File: src/rtl/blend_packer_if.sv
// Pixel-stream and frame-buffer write bus for blend_packer.
// slave: the packer (consumes pixels, drives FIFO writes); master: the upstream/FIFO side.
interface blend_packer_if;
    logic        val;
    logic [9:0]  sync_x;
    logic [9:0]  sync_y;
    logic [4:0]  dvi_r;
    logic [5:0]  dvi_g;
    logic [4:0]  dvi_b;
    logic [4:0]  ccd_r;
    logic [5:0]  ccd_g;
    logic [4:0]  ccd_b;
    logic [1:0]  mode;
    logic        wrfull;
    logic        wrreq;
    logic [31:0] data;
    logic [17:0] wr_addr;

    modport master (
        output val, sync_x, sync_y, dvi_r, dvi_g, dvi_b, ccd_r, ccd_g, ccd_b, mode, wrfull,
        input  wrreq, data, wr_addr
    );

    modport slave (
        input  val, sync_x, sync_y, dvi_r, dvi_g, dvi_b, ccd_r, ccd_g, ccd_b, mode, wrfull,
        output wrreq, data, wr_addr
    );
endinterface

File: src/rtl/blend_packer.sv
// Blends DVI/CCD RGB565 pixels and packs x-adjacent pairs into 32-bit frame-buffer words.
// Optional: define BLEND_PACKER_DIFF_EN to build absolute difference for mode 11 (else average).
module blend_packer #(
    parameter int H_ACTIVE = 640,
    parameter int V_ACTIVE = 480
) (
    input  logic        clk_25,
    input  logic        rst_n,
    blend_packer_if.slave bus,
    output logic        frame_done,
    output logic        overflow,
    output logic        misalign,
    output logic [15:0] drop_count
);

    localparam logic [0:0]  S_IDLE     = 1'b0;
    localparam logic [0:0]  S_FRAME    = 1'b1;
    localparam logic [9:0]  X_LIM      = 10'(H_ACTIVE);
    localparam logic [9:0]  Y_LIM      = 10'(V_ACTIVE);
    localparam logic [9:0]  X_LAST     = 10'(H_ACTIVE - 1);
    localparam logic [9:0]  Y_LAST     = 10'(V_ACTIVE - 1);
    localparam logic [17:0] LINE_WORDS = 18'(H_ACTIVE / 2);

    function automatic logic [15:0] blend565(input logic [15:0] d, input logic [15:0] c,
                                             input logic [1:0] m);
        logic [5:0]  sr;
        logic [6:0]  sg;
        logic [5:0]  sb;
        logic [15:0] res;
        sr = {1'b0, d[15:11]} + {1'b0, c[15:11]};
        sg = {1'b0, d[10:5]}  + {1'b0, c[10:5]};
        sb = {1'b0, d[4:0]}   + {1'b0, c[4:0]};
        case (m)
            2'b00: res = d;
            2'b01: res = c;
`ifdef BLEND_PACKER_DIFF_EN
            2'b11: res = {(d[15:11] >= c[15:11]) ? d[15:11] - c[15:11] : c[15:11] - d[15:11],
                          (d[10:5]  >= c[10:5])  ? d[10:5]  - c[10:5]  : c[10:5]  - d[10:5],
                          (d[4:0]   >= c[4:0])   ? d[4:0]   - c[4:0]   : c[4:0]   - d[4:0]};
`endif
            default: res = {5'(sr >> 1), 6'(sg >> 1), 5'(sb >> 1)};
        endcase
        return res;
    endfunction

    function automatic logic [17:0] word_addr(input logic [9:0] y, input logic [8:0] col);
        return 18'(y) * LINE_WORDS + 18'(col);
    endfunction

    logic [0:0]  state;
    logic        in_range, at_origin, at_last, accept;

    logic        s1_v;
    logic [9:0]  s1_x, s1_y;
    logic [15:0] s1_pix;

    logic        pend_v;
    logic [8:0]  pend_col;
    logic [9:0]  pend_y;
    logic [15:0] pend_pix;

    logic        s1_odd, pair_ok, form, fault, last_word;
    logic [31:0] word;
    logic [17:0] addr;

    always_comb begin
        in_range  = (bus.sync_x < X_LIM) && (bus.sync_y < Y_LIM);
        at_origin = (bus.sync_x == '0) && (bus.sync_y == '0);
        at_last   = (bus.sync_x == X_LAST) && (bus.sync_y == Y_LAST);
        accept    = bus.val && in_range && ((state == S_FRAME) || at_origin);
    end

    always_ff @(posedge clk_25 or negedge rst_n) begin
        if (!rst_n) begin
            state  <= S_IDLE;
            s1_v   <= 1'b0;
            s1_x   <= '0;
            s1_y   <= '0;
            s1_pix <= '0;
        end else begin
            s1_v <= accept;
            if (accept) begin
                s1_x   <= bus.sync_x;
                s1_y   <= bus.sync_y;
                s1_pix <= blend565({bus.dvi_r, bus.dvi_g, bus.dvi_b},
                                   {bus.ccd_r, bus.ccd_g, bus.ccd_b}, bus.mode);
                state  <= at_last ? S_IDLE : S_FRAME;
            end
        end
    end

    // An even pixel displacing a pending one flushes the pending half-word at its own address.
    always_comb begin
        s1_odd    = s1_x[0];
        pair_ok   = pend_v && (pend_y == s1_y) && (pend_col == s1_x[9:1]);
        form      = s1_v && (s1_odd || pend_v);
        last_word = s1_v && s1_odd && (s1_x == X_LAST) && (s1_y == Y_LAST);
        if (s1_odd) begin
            word  = pair_ok ? {pend_pix, s1_pix} : {16'h0000, s1_pix};
            addr  = word_addr(s1_y, s1_x[9:1]);
            fault = !pair_ok;
        end else begin
            word  = {pend_pix, 16'h0000};
            addr  = word_addr(pend_y, pend_col);
            fault = pend_v;
        end
    end

    always_ff @(posedge clk_25 or negedge rst_n) begin
        if (!rst_n) begin
            pend_v   <= 1'b0;
            pend_col <= '0;
            pend_y   <= '0;
            pend_pix <= '0;
        end else if (s1_v) begin
            if (!s1_odd) begin
                pend_v   <= 1'b1;
                pend_col <= s1_x[9:1];
                pend_y   <= s1_y;
                pend_pix <= s1_pix;
            end else if (pair_ok) begin
                pend_v <= 1'b0;
            end
        end
    end

    always_ff @(posedge clk_25 or negedge rst_n) begin
        if (!rst_n) begin
            bus.wrreq   <= 1'b0;
            bus.data    <= '0;
            bus.wr_addr <= '0;
            frame_done  <= 1'b0;
            overflow    <= 1'b0;
            misalign    <= 1'b0;
            drop_count  <= '0;
        end else begin
            bus.wrreq  <= form && !bus.wrfull;
            frame_done <= last_word;
            if (form) begin
                bus.data    <= word;
                bus.wr_addr <= addr;
            end
            if (form && bus.wrfull) begin
                overflow <= 1'b1;
                if (drop_count != '1)
                    drop_count <= drop_count + 16'd1;
            end
            if (form && fault)
                misalign <= 1'b1;
        end
    end

endmodule

File: src/flat_wrapper.sv
// flat-port wrapper written by rule: the top's interface ports become plain ports
module blend_packer_flat 
#(
    parameter int H_ACTIVE = 640,
    parameter int V_ACTIVE = 480
)
  (clk_25, rst_n, frame_done, overflow, misalign, drop_count, bus_val, bus_sync_x, bus_sync_y, bus_dvi_r, bus_dvi_g, bus_dvi_b, bus_ccd_r, bus_ccd_g, bus_ccd_b, bus_mode, bus_wrfull, bus_wrreq, bus_data, bus_wr_addr);
  blend_packer_if bus_i ();
  input  logic clk_25;
  input  logic rst_n;
  output logic frame_done;
  output logic overflow;
  output logic misalign;
  output logic [15:0] drop_count;
  input wire logic [$bits(bus_i.val)-1:0] bus_val;
  input wire logic [$bits(bus_i.sync_x)-1:0] bus_sync_x;
  input wire logic [$bits(bus_i.sync_y)-1:0] bus_sync_y;
  input wire logic [$bits(bus_i.dvi_r)-1:0] bus_dvi_r;
  input wire logic [$bits(bus_i.dvi_g)-1:0] bus_dvi_g;
  input wire logic [$bits(bus_i.dvi_b)-1:0] bus_dvi_b;
  input wire logic [$bits(bus_i.ccd_r)-1:0] bus_ccd_r;
  input wire logic [$bits(bus_i.ccd_g)-1:0] bus_ccd_g;
  input wire logic [$bits(bus_i.ccd_b)-1:0] bus_ccd_b;
  input wire logic [$bits(bus_i.mode)-1:0] bus_mode;
  input wire logic [$bits(bus_i.wrfull)-1:0] bus_wrfull;
  output wire logic [$bits(bus_i.wrreq)-1:0] bus_wrreq;
  output wire logic [$bits(bus_i.data)-1:0] bus_data;
  output wire logic [$bits(bus_i.wr_addr)-1:0] bus_wr_addr;
  assign bus_i.val = bus_val;
  assign bus_i.sync_x = bus_sync_x;
  assign bus_i.sync_y = bus_sync_y;
  assign bus_i.dvi_r = bus_dvi_r;
  assign bus_i.dvi_g = bus_dvi_g;
  assign bus_i.dvi_b = bus_dvi_b;
  assign bus_i.ccd_r = bus_ccd_r;
  assign bus_i.ccd_g = bus_ccd_g;
  assign bus_i.ccd_b = bus_ccd_b;
  assign bus_i.mode = bus_mode;
  assign bus_i.wrfull = bus_wrfull;
  assign bus_wrreq = bus_i.wrreq;
  assign bus_data = bus_i.data;
  assign bus_wr_addr = bus_i.wr_addr;
  blend_packer #(.H_ACTIVE(H_ACTIVE), .V_ACTIVE(V_ACTIVE)) u_core (.clk_25(clk_25), .rst_n(rst_n), .bus(bus_i), .frame_done(frame_done), .overflow(overflow), .misalign(misalign), .drop_count(drop_count));
endmodule
File: config.mk
export PLATFORM = sky130hd
export DESIGN_NAME = blend_packer_flat
export DESIGN_NICKNAME = d
export VERILOG_FILES = /design/src/rtl/blend_packer_if.sv /design/src/rtl/blend_packer.sv /design/src/flat_wrapper.sv
export SDC_FILE = /design/constraint.sdc
export NUM_CORES = 1
export LEC_CHECK = 0
export ABC_AREA = 0
export BUFFER_PORTS_ARGS = -buffer_cell sky130_fd_sc_hd__buf_2
export CAP_MARGIN = 20
export CORE_MARGIN = 8
export CORE_UTILIZATION = 54
export DETAILED_ROUTE_END_ITERATION = 10
export PLACE_DENSITY = 0.77
export SYNTH_ARGS = -nofsm -noshare
export SYNTH_HDL_FRONTEND = slang
export SYNTH_SLANG_ARGS = --single-unit
File: constraint.sdc
create_clock -name clk_25 -period 4.1 [get_ports clk_25]
set_input_delay 0.82 -clock clk_25 [delete_from_list [all_inputs] [get_ports clk_25]]
set_output_delay 0.82 -clock clk_25 [all_outputs]
set_load 0.005 [all_outputs]
==> results of run 1 <==
## cells in the mapped netlist, types with 10 or more instances
master    number  area (um^2)
a21o_1        13         97.6
a21oi_1       34          170
a22o_1        32          280
clkbuf_1      14         52.6
dfrtp_1      144         3600
ha_1          52          651
inv_1         22         82.6
mux2_2        47          529
mux2i_1       20          200
nand2_1       60          225
nand3_1       14         70.1
nand4_1       12         75.1
nor2_1        33          124
nor4_1        10         62.6
o21ai_0       56          280
xnor2_1       41          359
xor2_1        23          201
## how the worst min path moves through the flow
stage,from,to,slack [ps],cells after the start
after global placement,u_core.overflow,u_core.overflow,450,1
after floorplan,u_core.overflow,u_core.overflow,460,1
after detailed placement,u_core.misalign,u_core.misalign,450,1
final,rst_n,u_core.bus.wr_addr[11],410,1
after CTS,rst_n,u_core.bus.wr_addr[11],460,1
after global routing,rst_n,u_core.bus.wr_addr[11],470,1
## cells by family after synthesis
group	Yosys count	share of synthesized area, %
compound gates	173	14.2
xor+xnor	65	7.11
fa+ha+maj	59	9.74
buf+inv	53	2.85
flops	144	44.4
mux	78	10.8
simple gates	175	10.9
## critical path, cell delays in order (launching register included)
cell and delay (ps):
dfrtp_1 460, ha_1 330, ha_1 240, fa_1 440
a211oi_1 310, o21a_1 190, o21ai_0 110, a21o_1 200
a2111oi_0 400, o21ai_1 130, nand3b_1 120
## cells in the final DEF, fill, tap and decap left out, types with 20 or more instances in the layout
master,n
mux2i_1,20
inv_1,22
o21ai_0,56
xnor2_1,41
nand2_1,60
a21oi_1,34
ha_1,52
mux2_2,47
buf_2,126
dfrtp_1,144
nor2_1,33
a22o_1,32
xor2_1,23
## state kept, by name, indices dropped and copies added (netlist names)
name	cells
u_core.bus.data	32
u_core.bus.wr_addr	18
u_core.bus.wrreq	1
u_core.drop_count	16
u_core.frame_done	1
u_core.misalign	1
u_core.overflow	1
u_core.pend_col	9
u_core.pend_pix	16
u_core.pend_v	1
u_core.pend_y	10
u_core.s1_pix	16
u_core.s1_v	1
u_core.s1_x	10
u_core.s1_y	10
u_core.state	1
## report_power, final
group | switching (W) | internal [W]
clock network | 0.000595 | 0.00104
registers | 0.000408 | 0.00184
logic | 0.00137 | 0.00124
total | 0.00238 | 0.00412
## per-layer routing
| layer | wire [um] | up-vias | global-route usage, % | share of wire [%] |
|---|---|---|---|---|
| li1 | - | 2940 | - | - |
| met1 | 9300 | 2941 | 28.1 | 49 |
| met2 | 8180 | 203 | 28.7 | 43 |
| met3 | 1060 | 29 | 4.93 | 5.6 |
| met4 | 405 | 0 | 7.61 | 2.1 |
| met5 | 0 | - | 0 | 0 |
## final cells by class
class	instances	area, um^2
clock buffers	20	447
clock inverters	11	179
fillers	1184	5400
inverters	22	82.6
multi-input cells	550	4300
flip-flops and latches	144	3600
well taps	188	235
repair buffers	130	677
## metrics by stage
step / worst slack, ps / instance area (um^2) / hold WS, ps
6_report: 1110 / 9530 / 414
5_1_grt: 861 / 9530 / 473
4_1_cts: 1120 / 9530 / 458
3_5_place_dp: 1150 / 8900 / 450
3_3_place_gp: 1180 / 8900 / 451
2_1_floorplan: 1380 / 8120 / 459
==> metrics.yaml, run 1 <==
timing:
  fin_crit_sh_pct: 73.0
  finalMaxSlewViolations: 0
  slew-limit-headroom_pct: 29.1
  max_freq_ghz: 0.334
  setup_viol: 0
  fin_tns_setup_ps: 0
  period_needed_ps: 2990
  hold_viol_final: 0
  tightest_slew_ps: 1060
  rsz0062_at_grt: "no"
  skew_ps: 9.60
place:
  place_hpwl_um: 14200
  place.gp.congestion: 0.854
  port_buffers: 127
  placed_cells: 1034
layout:
  layout-drive-gt1-share_pct: 26.5
  nets: 982
  areaGrowthSynthToFinish_pct: 17.4
  antenna_cells: 0
  final_util_pct: 63.8
  layout.cells.non_filler: 1065
floorplan:
  start_util_pct: 54.4
  core_um2: 14900
  die-area_um2: 19200
  fp.dieW_um: 139
  row_count: 45
  io_pins: 128
  die_h_um: 139
run:
  cap_violations: 0
power_and_ir_drop:
  total_power_w: 0.00649
  p_leak_nw: 4.65
  power_density_nw_per_um2: 682
  peakVddDrop_mv: 0.354
route:
  antenna_left: 0
  vias: 6113
  drt_iter0_drc: 400
  firstDrtPassIters: 5
  wl_per_cell_um: 17.8
  route.detailed.drc: 0
  vias_per_cell: 5.74
  wl_um: 19000
critical_path:
  crit_required_ps: 4450
  cp-end-kind: "flop"
  reg2reg_from: "u_core.s1_y[1]"
  crit_fanout: 7
  worstPathArrival_ps: 3340
  crit_path_start: "u_core.s1_y[1]"
  cp-start-kind: "flop"
  crit_type: "reg2reg"
  timing.rr.end: "u_core.bus.wr_addr[17]"
  endpoint: "u_core.bus.wr_addr[17]"
  reg2regPathDepth: 10
  r2r_slack_ps: 1110
yosys:
  ys_ff_latch: 144
  netlist_area_um2: 8120
  synth_nets: 864
  ys.flop_type: "dfrtp_1"
  yosys_warnings: 0
  synthArstFlopShare_pct: 100
  synth_enable_flop_cells: 0
  synth_cell_types: 66
  avgSynthCellArea_um2: 10.9
  ys_seq_area_share_pct: 44.4
  syn_inst: 747
status:
  outcome: "complete, no violations"
clock_tree:
  numClockSinks: 144
  cts_tree: "yes"
  cts_hold_buf: 0
  worstSkewPairLatency_ps: 420
  root_buffer: "clkbuf_16"
  clkTransAtPathRegs_ps: 60
  numCtsBuffers: 17
  cts_resized: 0
  cts_max_level: 4
  cts_max_path_buffers: 2
  postCtsSetupRepairBufs: 0
global_route:
  grt_start_max_net_pins: 78
  grt_pass1_wl_um: 31400
  gr-total-overflow: 0
  grt_antenna_before_repair: 0
  grt_pass1_vias: 6158
  grt_use_total_pct: 19.9
hold_path:
  hp-class: "in2async"
Note: power is estimated with default switching activity, not from simulation.
==> run 2: changes to the inputs <==
==> constraint.sdc (replaced) <==
create_clock -name clk_25 -period 2.95 [get_ports clk_25]
set_input_delay 0.59 -clock clk_25 [delete_from_list [all_inputs] [get_ports clk_25]]
set_output_delay 0.59 -clock clk_25 [all_outputs]
set_load 0.005 [all_outputs]
==> metrics.yaml, run 2 (synthesized netlist as in run 1, its figures left out) <==
route:
  route.detailed.drc: 0  # unchanged
  wl_per_cell_um: 18.2  # +2.3%
  wl_met2_um: 9110  # +11%
  drt-met1-wl_um: 9390  # +0.92%
  wl_um: 19700  # +4.0%
  top_layer: "met4"
  vias_per_cell: 5.75  # +0.22%
  firstDrtPassIters: 5  # unchanged
  antenna_left: 0  # unchanged
  met3_wirelength_um: 968  # -8.9%
  vias: 6230  # +1.9%
  drt_iter0_drc: 364  # -9.0%
global_route:
  grt_use_total_pct: 20.9  # +0.97 points
  grt_antenna_before_repair: 0  # unchanged
  gr-total-overflow: 0  # unchanged
  grt_start_max_net_pins: 57  # -27%
  grt_pass1_wl_um: 32700  # +4.1%
  grt_pass1_vias: 6469  # +5.1%
timing:
  hold_viol_final: 0  # unchanged
  tightest_slew_ps: 834  # -228 ps
  period_needed_ps: 2800  # -197 ps
  fin_crit_sh_pct: 94.8  # +22 points
  skew_ps: 5.49  # -4.11 ps
  finalMaxSlewViolations: 0  # unchanged
  fin_hold_ws_ps: 115  # -299 ps
  slew-limit-headroom_pct: 44.4  # +15 points
  setup_viol: 0  # unchanged
  max_freq_ghz: 0.357  # +7.1%
  setup_slack_ps: 153  # -953 ps
layout:
  final_util_pct: 65.0  # +1.2 points
  reg.largest.list: "u_core.bus.data x32, u_core.bus.wr_addr x18"
  regMostFlops: "u_core.bus.data"
  nets: 999  # +1.7%
  mostFrequentLayoutCells: "dfrtp_1 (144), buf_2 (126), nand2_1 (60), o21ai_0 (55), ha_1 (52)"
  layout.cells.non_filler: 1083  # +1.7%
  largest_register_ffs: 32  # unchanged
  layout-drive-gt1-share_pct: 28.9  # +2.5 points
  areaGrowthSynthToFinish_pct: 19.5
  final_common_cell: "dfrtp_1"
  antenna_cells: 0  # unchanged
critical_path:
  crit_type: "reg2reg"
  crit_buf_inv: 0  # unchanged
  cp-end-kind: "flop"
  crit_required_ps: 3250  # -1200 ps
  worstPathArrival_ps: 3100  # -240 ps
  cp-start-kind: "flop"
  cpMostUsedCell: "ha_1"
  slowest_delay_ps: 400  # -60 ps
  crit_chain: "ha_1 > ha_1 > fa_2 > a21o_2 > a21oi_1 > xnor2_1 > nand3_2 > o311a_1 > o21ai_1 > nand3b_1"
  slowest_stage: "fa_2"
  crit_family: "adder cells"
  crit_fanout: 4  # -3
clock_tree:
  cts_max_path_buffers: 2  # unchanged
  numCtsBuffers: 17  # unchanged
  clkTransAtPathRegs_ps: 60  # about the same
  cts_tree: "yes"
  cts_max_level: 4  # unchanged
  root_buffer: "clkbuf_16"
  numClockSinks: 144  # unchanged
  cts_hold_buf: 0  # unchanged
  worstSkewPairLatency_ps: 420  # about the same
  cts_resized: 0  # unchanged
  postCtsSetupRepairBufs: 0  # unchanged
floorplan:
  core_um2: 14900  # unchanged
  fp.dieW_um: 139  # unchanged
  die-area_um2: 19200  # unchanged
  start_util_pct: 54.4  # unchanged
  row_count: 45  # unchanged
  io_pins: 128  # unchanged
  die_h_um: 139  # unchanged
power_and_ir_drop:
  p_leak_nw: 4.74  # +2.0%
  peakVddDrop_mv: 0.559  # +58%
  power_density_nw_per_um2: 943  # +38%
  total_power_w: 0.00915  # +41%
place:
  port_buffers: 127  # unchanged
  place_hpwl_um: 14500  # +2.2%
  place.gp.congestion: 0.855  # about the same
  preCtsSetupSlack_ps: 78.3  # -1070 ps
  placed_cells: 1051  # +1.6%
run:
  cap_violations: 0  # unchanged
status:
  outcome: "complete, no violations"
hold_path:
  hp-class: "in2async"
## run 2: cell count changes in the layout (fill, tap and decap cells not counted), sizes merged
cell / change
buf: +17
bufinv: -1
clkbuf: +1
clkinv: +2
inv: -1
## run 2: power breakdown
group,internal (W),switching [W],total (W)
sequential,0.00256,0.000517,0.00308
combinational,0.00183,0.00202,0.00385
clock,0.00138,0.000846,0.00223
total,0.00577,0.00338,0.00915
## run 2: cell type report
class / count / area (um^2)
fill: 1156 / 5220
inverter: 22 / 82.6
clock inverter: 11 / 154
timing repair buffer: 147 / 817
tap: 188 / 235
clock buffer: 21 / 460
sequential: 144 / 3600
multi-input combinational: 550 / 4350
## run 2: worst paths after layout
path                       slack (ps)  depth (start not counted)                      to             from
max in group asynchronous        2080                          2     u_core.bus.data[29]            rst_n
min                               110                          1  u_core.bus.wr_addr[15]            rst_n
max                               150                         10  u_core.bus.wr_addr[17]   u_core.s1_y[1]
min reg2reg                       470                          1         u_core.misalign  u_core.misalign
max reg2reg                       150                         10  u_core.bus.wr_addr[17]   u_core.s1_y[1]
min in group clk_25               350                          2        u_core.bus.wrreq       bus_wrfull
## run 2: metal layers
metal / GRT usage (%) / vias up
li1: - / 2963
met1: 29.0 / 3075
met2: 32.1 / 172
met3: 4.21 / 20
met4: 6.35 / 0
met5: 0 / -
## run 2: stage by stage
step                      TNS, ps  area, um^2
after floorplan                 0        8120
after global placement          0        9040
after detailed placement        0        9040
after CTS                       0        9650
after global routing        -43.0        9700
final                           0        9700
==> run 3: changes to the inputs <==
--- a/config.mk
+++ b/config.mk
@@ -9,9 +9,9 @@
 export BUFFER_PORTS_ARGS = -buffer_cell sky130_fd_sc_hd__buf_2
 export CAP_MARGIN = 20
 export CORE_MARGIN = 8
-export CORE_UTILIZATION = 54
+export CORE_UTILIZATION = 55
 export DETAILED_ROUTE_END_ITERATION = 10
-export PLACE_DENSITY = 0.77
+export PLACE_DENSITY = 0.78
 export SYNTH_ARGS = -nofsm -noshare
 export SYNTH_HDL_FRONTEND = slang
 export SYNTH_SLANG_ARGS = --single-unit
==> metrics.yaml, run 3 (synthesized netlist as in run 1, its figures left out) <==
floorplan:
  start_util_pct: 56.1  # +1.7 points
  row_count: 44  # -2.2%
  die-area_um2: 18900  # -1.6%
  io_pins: 128  # unchanged
  die_h_um: 137  # -0.81%
  core_um2: 14500  # -3.0%
  fp.dieW_um: 137  # -0.81%
timing:
  hold_viol_final: 0  # unchanged
  tightest_slew_ps: 840  # +5.43 ps
  max_freq_ghz: 0.358  # about the same
  period_needed_ps: 2800  # -0.485 ps
  rsz0062_at_grt: "no"
  slew-limit-headroom_pct: 44.0  # -0.36 points
  finalMaxSlewViolations: 0  # unchanged
  setup_viol: 0  # unchanged
  fin_hold_ws_ps: 204  # +89.2 ps
  setup_slack_ps: 153  # +0.485 ps
  fin_tns_setup_ps: 0  # unchanged
  fin_crit_sh_pct: 94.8  # about the same
  skew_ps: 9.39  # +3.90 ps
critical_path:
  worstPathArrival_ps: 3100  # about the same
  crit_path_start: "u_core.pend_y[3]"
  reg2reg_from: "u_core.pend_y[3]"
  cp-start-kind: "flop"
  crit_type: "reg2reg"
  cp-end-kind: "flop"
  crit_fanout: 4  # unchanged
  crit_required_ps: 3250  # about the same
layout:
  layout.cells.non_filler: 1081  # -0.18%
  fin_area_um2: 9700  # about the same
  layout-drive-gt1-share_pct: 29.4  # +0.49 points
  fillers: 1090  # -5.7%
  largest_register_ffs: 32  # unchanged
  final_common_cell: "dfrtp_1"
  areaGrowthSynthToFinish_pct: 19.5  # about the same
  regMostFlops: "u_core.bus.data"
  nets: 1001  # +0.20%
  mostFrequentLayoutCells: "dfrtp_1 (144), buf_2 (126), nand2_1 (60), o21ai_0 (56), ha_1 (52)"
  antenna_cells: 0  # unchanged
  reg.largest.list: "u_core.bus.data x32, u_core.bus.wr_addr x18"
place:
  place_hpwl_um: 14300  # -1.1%
  placed_cells: 1048  # -0.29%
  postPlaceCellArea_um2: 9030  # -0.11%
  port_buffers: 127  # unchanged
  place.gp.congestion: 0.846  # -1.0%
  preCtsSetupSlack_ps: 53.8  # -24.5 ps
clock_tree:
  numClockSinks: 144  # unchanged
  clkTransAtPathRegs_ps: 60  # about the same
  cts_max_level: 4  # unchanged
  cts_tree: "yes"
  worstSkewPairLatency_ps: 420  # about the same
  numCtsBuffers: 17  # unchanged
  cts_max_path_buffers: 2  # unchanged
  root_buffer: "clkbuf_16"
power_and_ir_drop:
  peakVddDrop_mv: 0.480  # -14%
  p_leak_nw: 4.76  # +0.33%
  power_density_nw_per_um2: 937  # -0.63%
hold_path:
  hp-class: "in2async"
route:
  firstDrtPassIters: 4  # -1
  vias: 6134  # -1.5%
  wl_per_cell_um: 17.8  # -2.1%
  drt_iter0_drc: 370  # +1.6%
  vias_per_cell: 5.67  # -1.4%
  antenna_left: 0  # unchanged
  wl_um: 19300  # -2.3%
  route.detailed.drc: 0  # unchanged
global_route:
  grt_pass1_vias: 6156  # -4.8%
  grt_use_total_pct: 21.1  # +0.20 points
  grt_start_max_net_pins: 84  # +47%
  grt_pass1_wl_um: 31400  # -3.9%
  gr-total-overflow: 0  # unchanged
  grt_antenna_before_repair: 0  # unchanged
status:
  outcome: "complete, no violations"
run:
  cap_violations: 0  # unchanged
## run 3: final cells by class
| class | instances | area [um^2] | share of cell area (%) |
|---|---|---|---|
| Clock buffer | 21 | 480 | 4.95 |
| Clock inverter | 11 | 128 | 1.32 |
| Inverter | 22 | 82.6 | 0.851 |
| Multi-Input combinational cell | 550 | 4360 | 44.9 |
| Sequential cell | 144 | 3600 | 37.2 |
| Tap cell | 184 | 230 | 2.37 |
| Timing Repair Buffer | 149 | 820 | 8.45 |
## run 3: final timing paths
check | to | slack (ps) | depth (start not counted)
worst max-delay path | u_core.bus.wr_addr[17] | 150 | 10
max in group asynchronous | u_core.s1_pix[13] | 2050 | 2
min in group clk_25 | u_core.bus.wrreq | 360 | 2
worst min-delay path | u_core.bus.wr_addr[16] | 200 | 1
worst min register to register | u_core.bus.wr_addr[14] | 470 | 2
worst max register to register | u_core.bus.wr_addr[17] | 150 | 10
## run 3: repair_timing
action | in CTS | in global routing
buffers inserted | 0 | 1
hold buffers | 0 | 0
resized for setup | 0 | 12
setup endpoints to repair | 0 | 5
hold endpoints to repair | 0 | 0
## run 3: where the power goes
part           internal (W)  switching, W
combinational       0.00185       0.00199
clock               0.00134      0.000847
sequential          0.00256      0.000503
total               0.00575       0.00334
## run 3: stage by stage
stage               utilization [%]  power [W]
global route                   67.0    0.00974
CTS                            66.6    0.00897
floorplan                         -    0.00561
global placement               62.4    0.00662
finish                         67.0    0.00909
detailed placement             62.4    0.00673
## run 3: worst max-delay path, cell delays in order (launching register included)
cell	delay, ps
dfrtp_1	440
ha_1	310
ha_1	250
fa_1	430
a21o_1	220
a21oi_1	220
xnor2_2	180
and3_1	210
nand4_1	120
mux2i_1	140
nand3b_1	150
## run 3: routing by layer
layer | up-vias | track usage (%) | part of all wire, %
met2 | 173 | 30.7 | 44
met1 | 2972 | 30.5 | 49
met3 | 18 | 5.54 | 6.4
met5 | - | 0 | 0
met4 | 0 | 5.19 | 1.1
li1 | 2971 | - | -
